File: src/rtl/apogee_pkg.sv
// -----------------------------------------------------------------------------
// apogee_pkg
// Shared types and constants for the Radio-86RK / Apogee tape image loader.
//   rk_state_t      : parser states
//   RK_SYNC_DEFAULT : sync marker that may lead a file and precedes the checksum
//   RK_HDR_LEN      : header length in bytes (start hi/lo, end hi/lo)
//   RK_MAX_PAD_DEF  : default number of 8'h00 padding bytes tolerated
// -----------------------------------------------------------------------------
package apogee_pkg;

  typedef enum logic [3:0] {
    IDLE,
    HDR0,
    HDR1,
    HDR2,
    HDR3,
    DATA,
    PAD,
    CSH,
    CSL,
    DONE,
    ERR
  } rk_state_t;

  localparam logic [7:0] RK_SYNC_DEFAULT = 8'hE6;
  localparam int         RK_HDR_LEN      = 4;
  localparam int         RK_MAX_PAD_DEF  = 4;

endpackage

File: src/rtl/rk_loader_if.sv
// -----------------------------------------------------------------------------
// rk_loader_if
// Byte stream in / RAM write port out of the tape image loader.
//   in_valid, in_data        : download byte strobe and data (host -> loader)
//   mem_we, mem_addr, mem_din: one-cycle RAM write (loader -> RAM mux)
// Modports: master = download host / RAM side, slave = loader.
// -----------------------------------------------------------------------------
interface rk_loader_if;
  logic        in_valid;
  logic [7:0]  in_data;
  logic        mem_we;
  logic [15:0] mem_addr;
  logic [7:0]  mem_din;

  modport master (output in_valid, in_data, input mem_we, mem_addr, mem_din);
  modport slave  (input in_valid, in_data, output mem_we, mem_addr, mem_din);
endinterface

File: src/rtl/rk_checksum.sv
// -----------------------------------------------------------------------------
// rk_checksum
// RK tape checksum accumulator. Built only when RK_CHECKSUM_EN is defined.
//   clk_sys, reset : clock, synchronous active-high reset
//   clr            : zero the accumulator (start of a new file)
//   en             : fold byte b into the sum this cycle
//   last           : b is the final payload byte (low byte add only)
//   b              : payload byte
//   cs             : running 16-bit checksum
// -----------------------------------------------------------------------------
`ifdef RK_CHECKSUM_EN
module rk_checksum (
  input  logic        clk_sys,
  input  logic        reset,
  input  logic        clr,
  input  logic        en,
  input  logic        last,
  input  logic [7:0]  b,
  output logic [15:0] cs
);

  logic [15:0] cs_q, cs_d;
  logic [8:0]  lo_sum;

  always_comb begin
    cs_d   = cs_q;
    lo_sum = {1'b0, cs_q[7:0]} + {1'b0, b};
    if (clr) begin
      cs_d = '0;
    end else if (en) begin
      cs_d[7:0] = lo_sum[7:0];
      // The final byte only touches the low half; the carry is discarded.
      if (!last) cs_d[15:8] = cs_q[15:8] + b + {7'd0, lo_sum[8]};
    end
  end

  always_ff @(posedge clk_sys) begin
    if (reset) cs_q <= '0;
    else       cs_q <= cs_d;
  end

  assign cs = cs_q;

endmodule
`endif

File: src/rtl/rk_loader.sv
// -----------------------------------------------------------------------------
// rk_loader
// Streaming parser for RKA/RKR/GAM tape images. Strips header and trailer,
// writes payload bytes to their load addresses, checks the RK checksum and
// reports the entry address for autostart.
//   clk_sys, reset : clock, synchronous active-high reset
//   dl_active      : download in progress; a rising edge starts a new file
//   bus (slave)    : in_valid/in_data byte stream, mem_we/mem_addr/mem_din
//   busy           : header..checksum being parsed
//   done           : file accepted (held until next dl_active rise or reset)
//   entry_addr     : start address from the header
//   err_format     : malformed/truncated file (sticky until next rise)
//   err_checksum   : checksum mismatch (sticky until next rise)
// Build option: RK_CHECKSUM_EN enables checksum accumulation and compare;
// without it err_checksum is 0 and the trailer bytes are consumed unchecked.
// -----------------------------------------------------------------------------
module rk_loader
  import apogee_pkg::*;
#(
  parameter logic [7:0] SYNC_BYTE = RK_SYNC_DEFAULT,
  parameter int         MAX_PAD   = RK_MAX_PAD_DEF
) (
  input  logic        clk_sys,
  input  logic        reset,
  input  logic        dl_active,
  rk_loader_if.slave  bus,
  output logic        busy,
  output logic        done,
  output logic [15:0] entry_addr,
  output logic        err_format,
  output logic        err_checksum
);

  localparam int PAD_W = $clog2(MAX_PAD + 2);

  rk_state_t         state_q, state_d;
  logic              dl_q;
  logic              sync_seen_q, sync_seen_d;
  logic [15:0]       start_q, start_d;
  logic [15:0]       end_q, end_d;
  logic [15:0]       addr_q, addr_d;
  logic [PAD_W-1:0]  pad_cnt_q, pad_cnt_d;
  logic              mem_we_q, mem_we_d;
  logic [15:0]       mem_addr_q, mem_addr_d;
  logic [7:0]        mem_din_q, mem_din_d;
  logic              done_q, done_d;
  logic [15:0]       entry_q, entry_d;
  logic              err_fmt_q, err_fmt_d;
  logic              dl_rise, dl_fall, is_last;
  logic              cs_clr, cs_en;

`ifdef RK_CHECKSUM_EN
  logic [7:0]  exp_hi_q, exp_hi_d;
  logic        err_cs_q, err_cs_d;
  logic [15:0] cs;

  rk_checksum u_checksum (
    .clk_sys (clk_sys),
    .reset   (reset),
    .clr     (cs_clr),
    .en      (cs_en),
    .last    (is_last),
    .b       (bus.in_data),
    .cs      (cs)
  );
`endif

  always_comb begin
    // NOTE: every signal gets a default first so no path infers a latch.
    state_d     = state_q;
    sync_seen_d = sync_seen_q;
    start_d     = start_q;
    end_d       = end_q;
    addr_d      = addr_q;
    pad_cnt_d   = pad_cnt_q;
    mem_we_d    = 1'b0;
    mem_addr_d  = mem_addr_q;
    mem_din_d   = mem_din_q;
    done_d      = done_q;
    entry_d     = entry_q;
    err_fmt_d   = err_fmt_q;
    cs_clr      = 1'b0;
    cs_en       = 1'b0;
`ifdef RK_CHECKSUM_EN
    exp_hi_d    = exp_hi_q;
    err_cs_d    = err_cs_q;
`endif

    dl_rise = dl_active & ~dl_q;
    dl_fall = ~dl_active & dl_q;
    is_last = (addr_q == end_q);

    if (dl_rise) begin
      // A new download restarts from any state; a coincident byte is dropped.
      state_d     = HDR0;
      done_d      = 1'b0;
      err_fmt_d   = 1'b0;
      sync_seen_d = 1'b0;
      pad_cnt_d   = '0;
      cs_clr      = 1'b1;
`ifdef RK_CHECKSUM_EN
      err_cs_d    = 1'b0;
`endif
    end else if (dl_fall && busy) begin
      state_d   = ERR;
      err_fmt_d = 1'b1;
    end else if (bus.in_valid) begin
      case (state_q)
        HDR0: begin
          // Only one leading sync byte is skipped; a second one is start_hi.
          if (bus.in_data == SYNC_BYTE && !sync_seen_q) begin
            sync_seen_d = 1'b1;
          end else begin
            start_d = {bus.in_data, start_q[7:0]};
            state_d = HDR1;
          end
        end
        HDR1: begin
          start_d = {start_q[15:8], bus.in_data};
          state_d = HDR2;
        end
        HDR2: begin
          end_d   = {bus.in_data, end_q[7:0]};
          state_d = HDR3;
        end
        HDR3: begin
          end_d = {end_q[15:8], bus.in_data};
          if ({end_q[15:8], bus.in_data} < start_q) begin
            state_d   = ERR;
            err_fmt_d = 1'b1;
          end else begin
            addr_d  = start_q;
            entry_d = start_q;
            state_d = DATA;
          end
        end
        DATA: begin
          mem_we_d   = 1'b1;
          mem_addr_d = addr_q;
          mem_din_d  = bus.in_data;
          cs_en      = 1'b1;
          if (is_last) state_d = PAD;
          else         addr_d  = addr_q + 16'd1;
        end
        PAD: begin
          if (bus.in_data == 8'h00) begin
            if (pad_cnt_q == PAD_W'(MAX_PAD)) begin
              state_d   = ERR;
              err_fmt_d = 1'b1;
            end else begin
              pad_cnt_d = pad_cnt_q + 1'b1;
            end
          end else if (bus.in_data == SYNC_BYTE) begin
            state_d = CSH;
          end else begin
            state_d   = ERR;
            err_fmt_d = 1'b1;
          end
        end
        CSH: begin
`ifdef RK_CHECKSUM_EN
          exp_hi_d = bus.in_data;
`endif
          state_d = CSL;
        end
        CSL: begin
`ifdef RK_CHECKSUM_EN
          err_cs_d = (cs != {exp_hi_q, bus.in_data});
`endif
          done_d  = 1'b1;
          state_d = DONE;
        end
        default: ;
      endcase
    end
  end

  // NOTE: sequential state uses non-blocking assignments only.
  always_ff @(posedge clk_sys) begin
    // Tracks dl_active even during reset so a level held across reset is
    // not mistaken for a fresh download.
    dl_q <= dl_active;
    if (reset) begin
      state_q     <= IDLE;
      sync_seen_q <= 1'b0;
      start_q     <= '0;
      end_q       <= '0;
      addr_q      <= '0;
      pad_cnt_q   <= '0;
      mem_we_q    <= 1'b0;
      mem_addr_q  <= '0;
      mem_din_q   <= '0;
      done_q      <= 1'b0;
      entry_q     <= '0;
      err_fmt_q   <= 1'b0;
`ifdef RK_CHECKSUM_EN
      exp_hi_q    <= '0;
      err_cs_q    <= 1'b0;
`endif
    end else begin
      state_q     <= state_d;
      sync_seen_q <= sync_seen_d;
      start_q     <= start_d;
      end_q       <= end_d;
      addr_q      <= addr_d;
      pad_cnt_q   <= pad_cnt_d;
      mem_we_q    <= mem_we_d;
      mem_addr_q  <= mem_addr_d;
      mem_din_q   <= mem_din_d;
      done_q      <= done_d;
      entry_q     <= entry_d;
      err_fmt_q   <= err_fmt_d;
`ifdef RK_CHECKSUM_EN
      exp_hi_q    <= exp_hi_d;
      err_cs_q    <= err_cs_d;
`endif
    end
  end

  assign busy         = state_q inside {HDR0, HDR1, HDR2, HDR3, DATA, PAD, CSH, CSL};
  assign done         = done_q;
  assign entry_addr   = entry_q;
  assign err_format   = err_fmt_q;
  assign bus.mem_we   = mem_we_q;
  assign bus.mem_addr = mem_addr_q;
  assign bus.mem_din  = mem_din_q;
`ifdef RK_CHECKSUM_EN
  assign err_checksum = err_cs_q;
`else
  assign err_checksum = 1'b0;
`endif

endmodule

File: src/flat_wrapper.sv
// flat-port wrapper written by rule: the top's interface ports become plain ports
module rk_loader_flat import apogee_pkg::*;
#(
  parameter logic [7:0] SYNC_BYTE = RK_SYNC_DEFAULT,
  parameter int         MAX_PAD   = RK_MAX_PAD_DEF
)
  (clk_sys, reset, dl_active, busy, done, entry_addr, err_format, err_checksum, bus_in_valid, bus_in_data, bus_mem_we, bus_mem_addr, bus_mem_din);
  rk_loader_if bus_i ();
  input  logic clk_sys;
  input  logic reset;
  input  logic dl_active;
  output logic busy;
  output logic done;
  output logic [15:0] entry_addr;
  output logic err_format;
  output logic err_checksum;
  input wire logic [$bits(bus_i.in_valid)-1:0] bus_in_valid;
  input wire logic [$bits(bus_i.in_data)-1:0] bus_in_data;
  output wire logic [$bits(bus_i.mem_we)-1:0] bus_mem_we;
  output wire logic [$bits(bus_i.mem_addr)-1:0] bus_mem_addr;
  output wire logic [$bits(bus_i.mem_din)-1:0] bus_mem_din;
  assign bus_i.in_valid = bus_in_valid;
  assign bus_i.in_data = bus_in_data;
  assign bus_mem_we = bus_i.mem_we;
  assign bus_mem_addr = bus_i.mem_addr;
  assign bus_mem_din = bus_i.mem_din;
  rk_loader #(.SYNC_BYTE(SYNC_BYTE), .MAX_PAD(MAX_PAD)) u_core (.clk_sys(clk_sys), .reset(reset), .dl_active(dl_active), .bus(bus_i), .busy(busy), .done(done), .entry_addr(entry_addr), .err_format(err_format), .err_checksum(err_checksum));
endmodule
File: config.mk
export PLATFORM = sky130hd
export DESIGN_NAME = rk_loader_flat
export DESIGN_NICKNAME = d
export VERILOG_FILES = /design/src/rtl/apogee_pkg.sv /design/src/rtl/rk_loader_if.sv /design/src/rtl/rk_checksum.sv /design/src/rtl/rk_loader.sv /design/src/flat_wrapper.sv
export SDC_FILE = /design/constraint.sdc
export NUM_CORES = 1
export LEC_CHECK = 0
export ABC_AREA = 1
export CAP_MARGIN = 20
export CORE_MARGIN = 3
export CORE_UTILIZATION = 45
export DETAILED_ROUTE_END_ITERATION = 10
export HOLD_SLACK_MARGIN = 0.15
export PLACE_DENSITY = 0.72
export SLEW_MARGIN = 20
export SYNTH_ARGS = -nofsm -noshare
export SYNTH_HDL_FRONTEND = slang
export SYNTH_SLANG_ARGS = --single-unit
File: constraint.sdc
create_clock -name clk_sys -period 2.65 [get_ports clk_sys]
set_clock_uncertainty 0.05 [all_clocks]
set_input_delay 0.53 -clock clk_sys [delete_from_list [all_inputs] [get_ports clk_sys]]
set_output_delay 0.53 -clock clk_sys [all_outputs]
set_load 0.01 [all_outputs]
; Word level (Yosys, flattened, before mapping)
; Index checks and enable logic that the tools add are counted.
[totals]
n_memories = 0
input_bits = 12
mem_bits_ro = 0
mem_bits_rw = 0
register_bits = 100
out_inout_bits = 45
latchBits = 0
[classes]
muxes = 24
n_bitwise = 14
mul = 0
n_eq_ne = 24
div = 0
n_lt_le_gt_ge = 1
n_reduce_logical = 28
n_addsub = 2
n_shift = 0
[ops]
columns = cell, n
row1 = $pmux 16 s2, 3
row2 = $mux 16, 3
row3 = $reduce_and 5->1, 9
row4 = $mux 4, 8
row5 = $pmux 4 s8, 1
row6 = $add 16x1->16 const B, 1
row7 = $eq 16x16->1, 1
row8 = $eq 4x3->1 const B, 4
row9 = $lt 16x16->1, 1
row10 = $not 1->1, 12
row11 = $reduce_and 6->1, 2
row12 = $reduce_bool 10->1, 1
row13 = $reduce_bool 9->1, 1
row14 = $eq 4x2->1 const B, 2
row15 = $eq 8x8->1 const B, 1
row16 = $logic_not 8->1, 1
row17 = $mux 1, 8
row18 = $ne 4x2->1 const B, 2
row19 = $reduce_and 4->1, 2
row20 = $reduce_bool 8->1, 1
row21 = $ne 2x2->1 const B, 3
row22 = $ne 3x1->1 const B, 2
row23 = $reduce_bool 3->1, 2
row24 = $ne 5x3->1 const B, 1
row25 = 18 further kinds, 21

; Longest topological paths before layout
; Gate-level depths: netlist of the first run.
[logic_depth]
ltp_word = 7
ltp_mapped = 15
depth_no_buf = 14

; Least setup slack after synthesis of the first run
; OpenSTA, ideal clock, no wires.
[synth_timing]
kind = in2reg
startpoint = input bus_in_data[5]
endpoint = register u_core.entry_q[12], in the netlist u_core.entry_addr[12]
path_slack_ns = 0.709
required_time_ns = 2.468
path_buffers = 1
arrival_time_ns = 1.759
path_stages = 12
setup_ns = 0.132
path_cell_list = ha_1 a21oi_1 nor2_1 nor3_1 nand2_1 nand2_1 nand2_1 nand2_1 nor2_4 buf_2 nand2_1 a21oi_1
[synth_via]
elab_chain_len = 3
[synth_rtl]
columns = element, line
row1 = start: declaration, flat_wrapper.sv:18  ; input wire logic [$bits(bus_i.in_data)-1:0] bus_in_data;
row2 = $lt 16x16->1, rk_loader.sv:128  ; if ({end_q[15:8], bus.in_data} < start_q) begin
row3 = $not 1->1 (no line), --
row4 = $reduce_and 5->1 (no line), --
row5 = end signal: assignment, rk_loader.sv:211  ; entry_q <= entry_d;
row6 = end: declaration, rk_loader.sv:47  ; logic [15:0] entry_q, entry_d;
; Every way passes these cells.
; A chain may end at the register's enable or synchronous reset.

; Final worst setup path of the first run
[layout_timing]
startpoint = register u_core.state_q[3]
endpoint = output busy
[layout_via]
elab_chain_len = 2
elab_cells_between_ends = 9
cone_classes = eq/ne: 8 / reduce/logical: 1
[layout_rtl]
columns = element, line
row1 = start: declaration, rk_loader.sv:36  ; rk_state_t state_q, state_d;
row2 = start signal: assignment, rk_loader.sv:201  ; state_q <= state_d;
row3 = "$eq 4x4->1, or another cell as far along", rk_loader.sv:220  ; assign busy = state_q inside {HDR0, HDR1, HDR2, HDR3, DATA, PAD, CSH, CSL};
row4 = $reduce_bool 8->1 (no line) *, --
row5 = end: declaration, flat_wrapper.sv:12  ; output logic busy;
; Every way passes the cells marked *; elsewhere a longest branch is shown, timed or not.

==> results.json, run 1 <==
{
  "nets": 885,
  "setup_viol": 0,
  "slowest_stage": "clkdlybuf4s50_1",
  "rsz0062_at_grt": "false",
  "placed_cells": 982,
  "place_congestion": 0.900,
  "drtPass1Iterations": 6,
  "power.leakage_nw": 2.73,
  "viasPerCell": 5.06,
  "hold_viol": 0,
  "die_y_um": 114,
  "max-slew-margin-rel_pct": 61.2,
  "avgSynthCellArea_um2": 6.55,
  "final_core_util_pct": 56.6,
  "drt-total-wl_um": 13300,
  "cp_cell_sequence": "nor2_1, nand2_1, nand2_1, nor2_2, nand2_2, clkdlybuf4s50_1",
  "numCtsBuffers": 9,
  "netlist_area_um2": 5200,
  "num_vias": 5059,
  "grt_first_pass_wirelength_um": 22000,
  "place_area_um2": 5960,
  "cts_tree": "built",
  "crit_type": "flop to output port",
  "setup_tns_ns": 0,
  "cts_hold_buffers": 0,
  "coreArea_um2": 11100,
  "critPathLaunchType": "flop",
  "clk_pin_slew_worst_paths_ns": 0.07,
  "final_cell_area_um2": 6270,
  "power.density_nw_per_um2": 551,
  "worstPathRequired_ns": 2.07,
  "vdd_drop_max_v": 0.000447,
  "synth-edff-count": 0,
  "worstHoldPathType": "flop to flop",
  "cp_top_family": "simple AND/OR/NAND/NOR gates",
  "clock_path_buffers": 2,
  "fin_cells": 1000,
  "antennaDiodeCount": 0,
  "synth-seq-area-share_pct": 38.5,
  "layout-drive-gt1-share_pct": 6.98,
  "status": "complete, no violations",
  "clock-sinks": 100,
  "mostFrequentLayoutCells": "nand2_1, dfxtp_1, a21oi_1",
  "post-cts-setup-buffer-count": 0,
  "post_drt_wl_per_cell_um": 13.3,
  "end_kind": "output port",
  "rows": 38,
  "path_max_fanout": 4,
  "power_mw": 3.45,
  "critPathBufInv": 1,
  "fin_hold_ws_ns": 0.404,
  "drt_iter0_drc": 339,
  "tightest_slew_ns": 0.581,
  "hpwl_um": 9640,
  "ys_seq_elements": 100,
  "critPathMaxStageDelay_ns": 0.55,
  "finalCriticalPeriod_ns": 2.51,
  "drv_slew": 0,
  "maxCapViolations": 0,
  "start_util_pct": 47.0,
  "h-tree-depth": 3,
  "io_buffers": 55,
  "insertion_delay_ns": 0.36,
  "fin_ws_ns": 0.137,
  "die_w_um": 114,
  "mostFrequentLayoutCell": "nand2_1",
  "gr-usage-all-layers_pct": 21.2,
  "fp.dieArea_um2": 12900,
  "grt_pass1_vias": 4550,
  "synth.net_count": 825,
  "ant_nets": 0,
  "synth.distinct_cells": 32,
  "cts_root_buf": "clkbuf_16",
  "io_pins": 57,
  "max_freq_mhz": 398,
  "cts_resized": 0,
  "synth-main-ff-cell": "dfxtp_1",
  "drc": 0,
  "grt_max_degree": 56,
  "nFillCells": 1102,
  "crit_path_frequent_cell": "nand2_1",
  "cp.arrival_ns": 1.93,
  "synthCells": 795,
  "fin_crit_sh_pct": 94.8,
  "syn2layout_area_growth_pct": 20.4,
  "dp_slack_ns": 0.108,
  "grt_overflow": 0,
  "yosys_warnings": 0,
  "antenna_found_initial": 0,
  "async_flop_share_pct": 0
}
synthesized netlist by cell type (3+ instances only):
master | instances | area (um^2)
nor2_1 | 85 | 319
ha_1 | 18 | 225
buf_6 | 3 | 33.8
buf_2 | 5 | 25.0
nand4_1 | 10 | 62.6
clkbuf_1 | 15 | 56.3
dfxtp_1 | 100 | 2000
nor2_4 | 3 | 33.8
inv_1 | 82 | 308
a21oi_1 | 86 | 430
xor2_1 | 6 | 52.6
nand2_2 | 8 | 50.1
nand2_1 | 263 | 987
nand3_1 | 47 | 235
nor3_1 | 6 | 30.0
o21ai_0 | 31 | 155
buf_4 | 7 | 52.6
worst register-to-register path: stages (launching register included):
cell and delay, ns:
dfxtp_1 0.42, nor2_1 0.11, nand2_1 0.18, nand2_1 0.09
nor2_2 0.12, nand2_2 0.10, nand2_4 0.09, nand2_2 0.07
nor2_4 0.10, buf_12 0.20, nand2_2 0.22, o21ai_0 0.32
a21oi_1 0.07
cells by family after synthesis:
logic type      count (synthesis)  share of synthesized area (%)
flops                         100                           38.5
xor+xnor                        6                           1.01
fa+ha+maj                      18                           4.33
buf+inv                       116                           9.42
other cells                     1                         0.0720
compound gates                124                           12.1
simple gates                  430                           34.6
registers in the layout, summed over array words and instances (netlist names):
register / count
u_core.done: 1
u_core.pad_cnt_q: 3
u_core.end_q: 16
u_core.bus.mem_addr: 16
u_core.addr_q: 16
u_core.err_format: 1
u_core.bus.mem_din: 8
u_core.entry_addr: 16
u_core.start_q: 16
u_core.bus.mem_we: 1
u_core.sync_seen_q: 1
u_core.dl_q: 1
u_core.state_q: 4
final timing paths:
| path | startpoint | to | slack (ns) | depth (start not counted) |
|---|---|---|---|---|
| min reg2reg | u_core.done | u_core.done | 0.40 | 2 |
| max | u_core.state_q[3] | busy | 0.14 | 6 |
| min | u_core.done | u_core.done | 0.40 | 2 |
| max reg2reg | u_core.state_q[3] | u_core.end_q[5] | 0.40 | 12 |
routing by layer:
metal / GRT usage [%] / vias up / part of all wire [%]
li1: - / 2636 / -
met1: 30.0 / 2254 / 49
met2: 32.3 / 148 / 44
met3: 5.04 / 21 / 5.4
met4: 5.85 / 0 / 1.5
met5: 0 / - / 0
power by group:
part | leakage [nW] | internal (mW) | switching [mW]
combinational | 1.78 | 0.204 | 0.374
sequential | 0.807 | 1.54 | 0.0348
clock | 0.142 | 0.679 | 0.619
area by class of cell:
| class | count | area [um^2] | share of cell area [%] |
|---|---|---|---|
| sequential | 100 | 2000 | 31.9 |
| clock inverter | 6 | 53.8 | 0.858 |
| inverter | 86 | 323 | 5.15 |
| multi-input combinational | 579 | 2710 | 43.3 |
| clock buffer | 10 | 239 | 3.81 |
| tap | 140 | 175 | 2.79 |
| timing repair buffer | 79 | 763 | 12.2 |
Power figures use the tool's default switching activity.
==> inputs of run 2 (changes only) <==
--- a/config.mk
+++ b/config.mk
@@ -12,6 +12,7 @@
 export DETAILED_ROUTE_END_ITERATION = 10
 export HOLD_SLACK_MARGIN = 0.15
 export PLACE_DENSITY = 0.72
+export SETUP_SLACK_MARGIN = 0.1
 export SLEW_MARGIN = 20
 export SYNTH_ARGS = -nofsm -noshare
 export SYNTH_HDL_FRONTEND = slang
==> results.json, run 2 (synthesis results as in run 1) <==
{
  "cp_top_family": "simple AND/OR/NAND/NOR gates",
  "grt_util_met3_pct": 5.04,
  "fp.dieArea_um2": 12900,
  "vdd_drop_max_v": 0.000449,
  "drtPass1Iterations": 5,
  "tightest_slew_ns": 0.581,
  "grt_overflow": 0,
  "syn2layout_area_growth_pct": 20.7,
  "num_vias": 5075,
  "post_drt_wl_per_cell_um": 13.3,
  "die_w_um": 114,
  "drv_slew": 0,
  "layout-drive-gt1-share_pct": 7.44,
  "drt-total-wl_um": 13300,
  "clk_pin_slew_worst_paths_ns": 0.07,
  "worstReg2RegEnd": "u_core.entry_addr[10]",
  "timing.reg2reg.setup_slack_ns": 0.49,
  "grt_first_pass_wirelength_um": 22000,
  "cts_tree": "built",
  "mostFrequentLayoutCell": "nand2_1",
  "fin_crit_sh_pct": 84.3,
  "hpwl_um": 9640,
  "fin_ws_ns": 0.417,
  "fin_hold_ws_ns": 0.404,
  "hold_depth": 2,
  "path_max_fanout": 16,
  "drc": 0,
  "worstHoldPathType": "flop to flop",
  "setup_viol": 0,
  "top_usage_layer": "met2",
  "use_met1_pct": 30.0,
  "cp.arrival_ns": 2.40,
  "hold_path_end": "u_core.done",
  "cp_cell_sequence": "clkdlybuf4s50_1, ha_1, nand2_1, nor2_1, nand2_1, nand2_1, nand2_1, nand2_1, nand3_2, nand2_1, a21oi_1",
  "critPathMaxStageDelay_ns": 0.49,
  "worstPathRequired_ns": 2.82,
  "h-tree-depth": 3,
  "setup_tns_ns": 0,
  "io_buffers": 55,
  "nets": 885,
  "antennaDiodeCount": 0,
  "worst-r2r-cell-count": 9,
  "start_util_pct": 47.0,
  "finalCriticalPeriod_ns": 2.23,
  "place_congestion": 0.900,
  "power.density_nw_per_um2": 551,
  "dp_slack_ns": 0.108,
  "antenna_found_initial": 0,
  "hold_viol": 0,
  "viasPerCell": 5.08,
  "crit_type": "primary input to flop",
  "r2r-start": "u_core.start_q[15]",
  "rows": 38,
  "mostFrequentLayoutCells": "nand2_1, dfxtp_1, a21oi_1",
  "rsz0062_at_grt": "false",
  "critPathLaunchType": "primary input",
  "critPathBufInv": 1,
  "use_met2_pct": 32.3,
  "ant_nets": 0,
  "die_y_um": 114,
  "numCtsBuffers": 9,
  "slowest_stage": "clkdlybuf4s50_1",
  "max_freq_mhz": 448,
  "coreArea_um2": 11100,
  "grt_pass1_vias": 4550,
  "cts_root_buf": "clkbuf_16",
  "status": "complete, no violations",
  "insertion_delay_ns": 0.36,
  "cts_hold_buffers": 0,
  "power.leakage_nw": 2.75,
  "maxCapViolations": 0,
  "final_core_util_pct": 56.7,
  "max-slew-margin-rel_pct": 61.3,
  "min_from": "u_core.done",
  "clock_path_buffers": 2,
  "crit_path_frequent_cell": "nand2_1",
  "end_kind": "flop",
  "io_pins": 57,
  "gr-usage-all-layers_pct": 21.2,
  "clock-sinks": 100,
  "drt_iter0_drc": 285,
  "grt_max_degree": 56
}
## run 2: worst max-delay path by stage
stage	startpoint	to	cells after the start
global placement	bus_in_data[5]	u_core.entry_addr[6]	13
detailed placement	bus_in_data[3]	u_core.entry_addr[10]	13
finish	bus_in_data[7]	u_core.entry_addr[10]	11
floorplan	bus_in_data[5]	u_core.entry_addr[12]	12
CTS	u_core.state_q[1]	busy	7
global route	bus_in_data[5]	u_core.entry_addr[1]	11
## run 2: tightest hold or removal path, cell delays in order (launching register included)
cell	delay (ns)
dfxtp_1	0.31
inv_1	0.04
a21oi_1	0.05
## run 2: timing repair
| item | CTS | global route |
|---|---|---|
| gates resized for setup | 0 | 6 |
| setup buffers | 0 | 2 |
| setup endpoints to repair | 0 | 1 |
| endpoints found under the hold margin | 0 | 0 |
## run 2: final cells by class
class                   instances  area, um^2
inverters                      86         323
fillers                      1096        4790
multi-input cells             579        2730
repair buffers                 79         766
clock inverters                 6        53.8
flip-flops and latches        100        2000
clock buffers                  10         239
well taps                     140         175
## run 2: metrics by stage
stage	total power [mW]	instance area [um^2]	std cells
global route	3.61	6280	1000
detailed placement	2.17	5960	982
floorplan	2.00	5200	795
CTS	3.46	6250	998
finish	3.46	6280	1000
global placement	2.17	5960	982
## run 2: power by group
part	switching (mW)	internal [mW]	leakage, nW
logic	0.379	0.204	1.80
clock network	0.620	0.679	0.142
registers	0.0377	1.54	0.807
## run 2: metal layers
layer | vias to the layer above | share of wire, %
met1 | 2287 | 50
met3 | 16 | 5.4
met5 | - | 0
met4 | 0 | 1.3
met2 | 140 | 44
li1 | 2632 | -
==> inputs of run 3 (changes only) <==
--- a/config.mk
+++ b/config.mk
@@ -11,7 +11,7 @@
 export CORE_UTILIZATION = 45
 export DETAILED_ROUTE_END_ITERATION = 10
 export HOLD_SLACK_MARGIN = 0.15
-export PLACE_DENSITY = 0.72
+export PLACE_DENSITY = 0.75
 export SETUP_SLACK_MARGIN = 0.1
 export SLEW_MARGIN = 20
 export SYNTH_ARGS = -nofsm -noshare
==> constraint.sdc (replaced) <==
create_clock -name clk_sys -period 1.8 [get_ports clk_sys]
set_clock_uncertainty 0.05 [all_clocks]
set_input_delay 0.36 -clock clk_sys [delete_from_list [all_inputs] [get_ports clk_sys]]
set_output_delay 0.36 -clock clk_sys [all_outputs]
set_load 0.01 [all_outputs]
==> results.json, run 3 (synthesis results as in run 1) <==
{
  "power.leakage_nw": 4.04,
  "dp_slack_ns": -0.640,
  "cts_root_buf": "clkbuf_16",
  "setup_viol": 97,
  "critPathLaunchType": "flop",
  "h-tree-depth": 3,
  "rows": 38,
  "crit_path_frequent_cell": "nand2_4",
  "mostFrequentLayoutCells": "nand2_1, buf_4, dfxtp_1",
  "clk_pin_slew_worst_paths_ns": 0.07,
  "clock_path_buffers": 2,
  "vdd_drop_max_v": 0.000768,
  "critPathLaunch": "u_core.state_q[1]",
  "hpwl_um": 11000,
  "mostFrequentLayoutCell": "nand2_1",
  "syn2layout_area_growth_pct": 62.9,
  "worstPathRequired_ns": 2.03,
  "die_w_um": 114,
  "cts_tree": "built",
  "start_util_pct": 47.0,
  "grt_overflow": 0,
  "post_drt_wl_per_cell_um": 18.1,
  "grt_max_degree": 56,
  "fin_ws_ns": -0.310,
  "drt_iter0_drc": 547,
  "hold_depth": 2,
  "status": "finished, violations left",
  "max_freq_mhz": 474,
  "viasPerCell": 5.59,
  "num_vias": 6234,
  "worstReg2RegEnd": "u_core.addr_q[0]",
  "drtPass1Iterations": 6,
  "maxCapViolations": 0,
  "die_y_um": 114,
  "place_congestion": 0.879,
  "critPathBufInv": 3,
  "grt_pass1_vias": 5257,
  "setup_tns_ns": -16.62,
  "power_mw": 6.18,
  "ant_nets": 0,
  "coreArea_um2": 11100,
  "nets": 1000,
  "gr-usage-all-layers_pct": 24.2,
  "antenna_found_initial": 1,
  "critPathMaxStageDelay_ns": 0.40,
  "cp_cell_sequence": "nor2_4, buf_6, nand2_4, nand2_2, nor2_2, nand2_2, nand2_4, nand2_4, nor2_4, buf_12, nand3_4, buf_6, nand2_1, nand2_1, nor2_1",
  "worst-r2r-cell-count": 15,
  "rsz0062_at_grt": "true",
  "violations": "negative setup slack",
  "finalCriticalPeriod_ns": 2.11,
  "timing.reg2reg.setup_slack_ns": -0.31,
  "drt-total-wl_um": 20100,
  "cp.arrival_ns": 2.34,
  "worstHoldPathType": "flop to flop",
  "hold_viol": 0,
  "io_buffers": 55,
  "path_max_fanout": 7,
  "cts_hold_buffers": 0,
  "clock-sinks": 100,
  "hold_path_end": "u_core.bus.mem_addr[4]",
  "drc": 0,
  "drv_slew": 0,
  "fin_hold_ws_ns": 0.417,
  "fin_crit_sh_pct": 117,
  "layout-drive-gt1-share_pct": 40.9,
  "slowest_stage": "dfxtp_4",
  "cp_top_family": "simple AND/OR/NAND/NOR gates",
  "fp.dieArea_um2": 12900,
  "io_pins": 57,
  "end_kind": "flop",
  "antennaDiodeCount": 0,
  "crit_type": "flop to flop",
  "r2r-start": "u_core.state_q[1]",
  "min_from": "u_core.bus.mem_addr[4]",
  "numCtsBuffers": 9,
  "insertion_delay_ns": 0.36,
  "grt_first_pass_wirelength_um": 25200,
  "power.density_nw_per_um2": 729
}
==> run 3: cell types whose count changed in the layout (fill, tap and decap cells not counted), sizes merged <==
cell           before  now
buf                25  132
bufinv              0    2
clkbuf             10   16
clkdlybuf4s50      53   28
clkinvlp            1    2
dlygate4sd2         0    7
dlymetal6s2s        1   18
inv                87   84
nand2             272  274
nand3              50   51
==> run 3: report_power, final <==
part / switching [mW] / internal, mW
logic: 0.958 / 0.704
registers: 0.0660 / 2.29
clock network: 0.910 / 1.26
total: 1.93 / 4.25
==> run 3: repair_timing <==
action / CTS / global route
buffers inserted: 3 / 20
cloned: 0 / 11
setup endpoints to repair: 100 / 103
pin swaps: 13 / 54
endpoints found under the hold margin: 0 / 0
gates resized for setup: 66 / 242
==> run 3: worst register-to-register path: cells and delay by family, from the launching register on <==
kind / cells / cell delay [ns]
AND/OR/NAND/NOR: 12 / 1.12
flip-flops: 1 / 0.40
buffers and inverters: 3 / 0.49
==> run 3: worst max path at each step <==
stage | to | slack [ns] | cells past startpoint
3_5_place_dp | u_core.entry_addr[14] | -0.64 | 12
3_3_place_gp | u_core.entry_addr[12] | -0.61 | 12
6_report | u_core.addr_q[0] | -0.31 | 15
2_1_floorplan | u_core.start_q[6] | 0.02 | 14
4_1_cts | u_core.entry_addr[14] | -0.12 | 15
5_1_grt | u_core.addr_q[1] | -0.37 | 15
==> run 3: area by class of cell <==
type	instances	area, um^2
repair buffers	191	1890
clock inverters	6	86.3
flip-flops and latches	100	2040
fillers	676	2600
clock buffers	10	239
well taps	140	175
inverters	86	347
multi-input cells	582	3700
==> run 3: routing by layer <==
metal  global-route usage [%]  share of wire [%]
met4                     9.86                5.3
met2                     39.7                 49
met1                     31.0                 37
met3                     4.93                8.6
met5                        0              0.065
==> run 3: per-stage QoR <==
| step | utilization [%] | instances | area [um^2] |
|---|---|---|---|
| 6_report | 76.5 | 1115 | 8480 |
| 5_1_grt | 76.5 | 1115 | 8480 |
| 4_1_cts | 65.9 | 1085 | 7300 |
| 3_5_place_dp | 60.9 | 1066 | 6750 |
| 3_3_place_gp | 60.9 | 1066 | 6750 |
| 2_1_floorplan | - | 795 | 5370 |
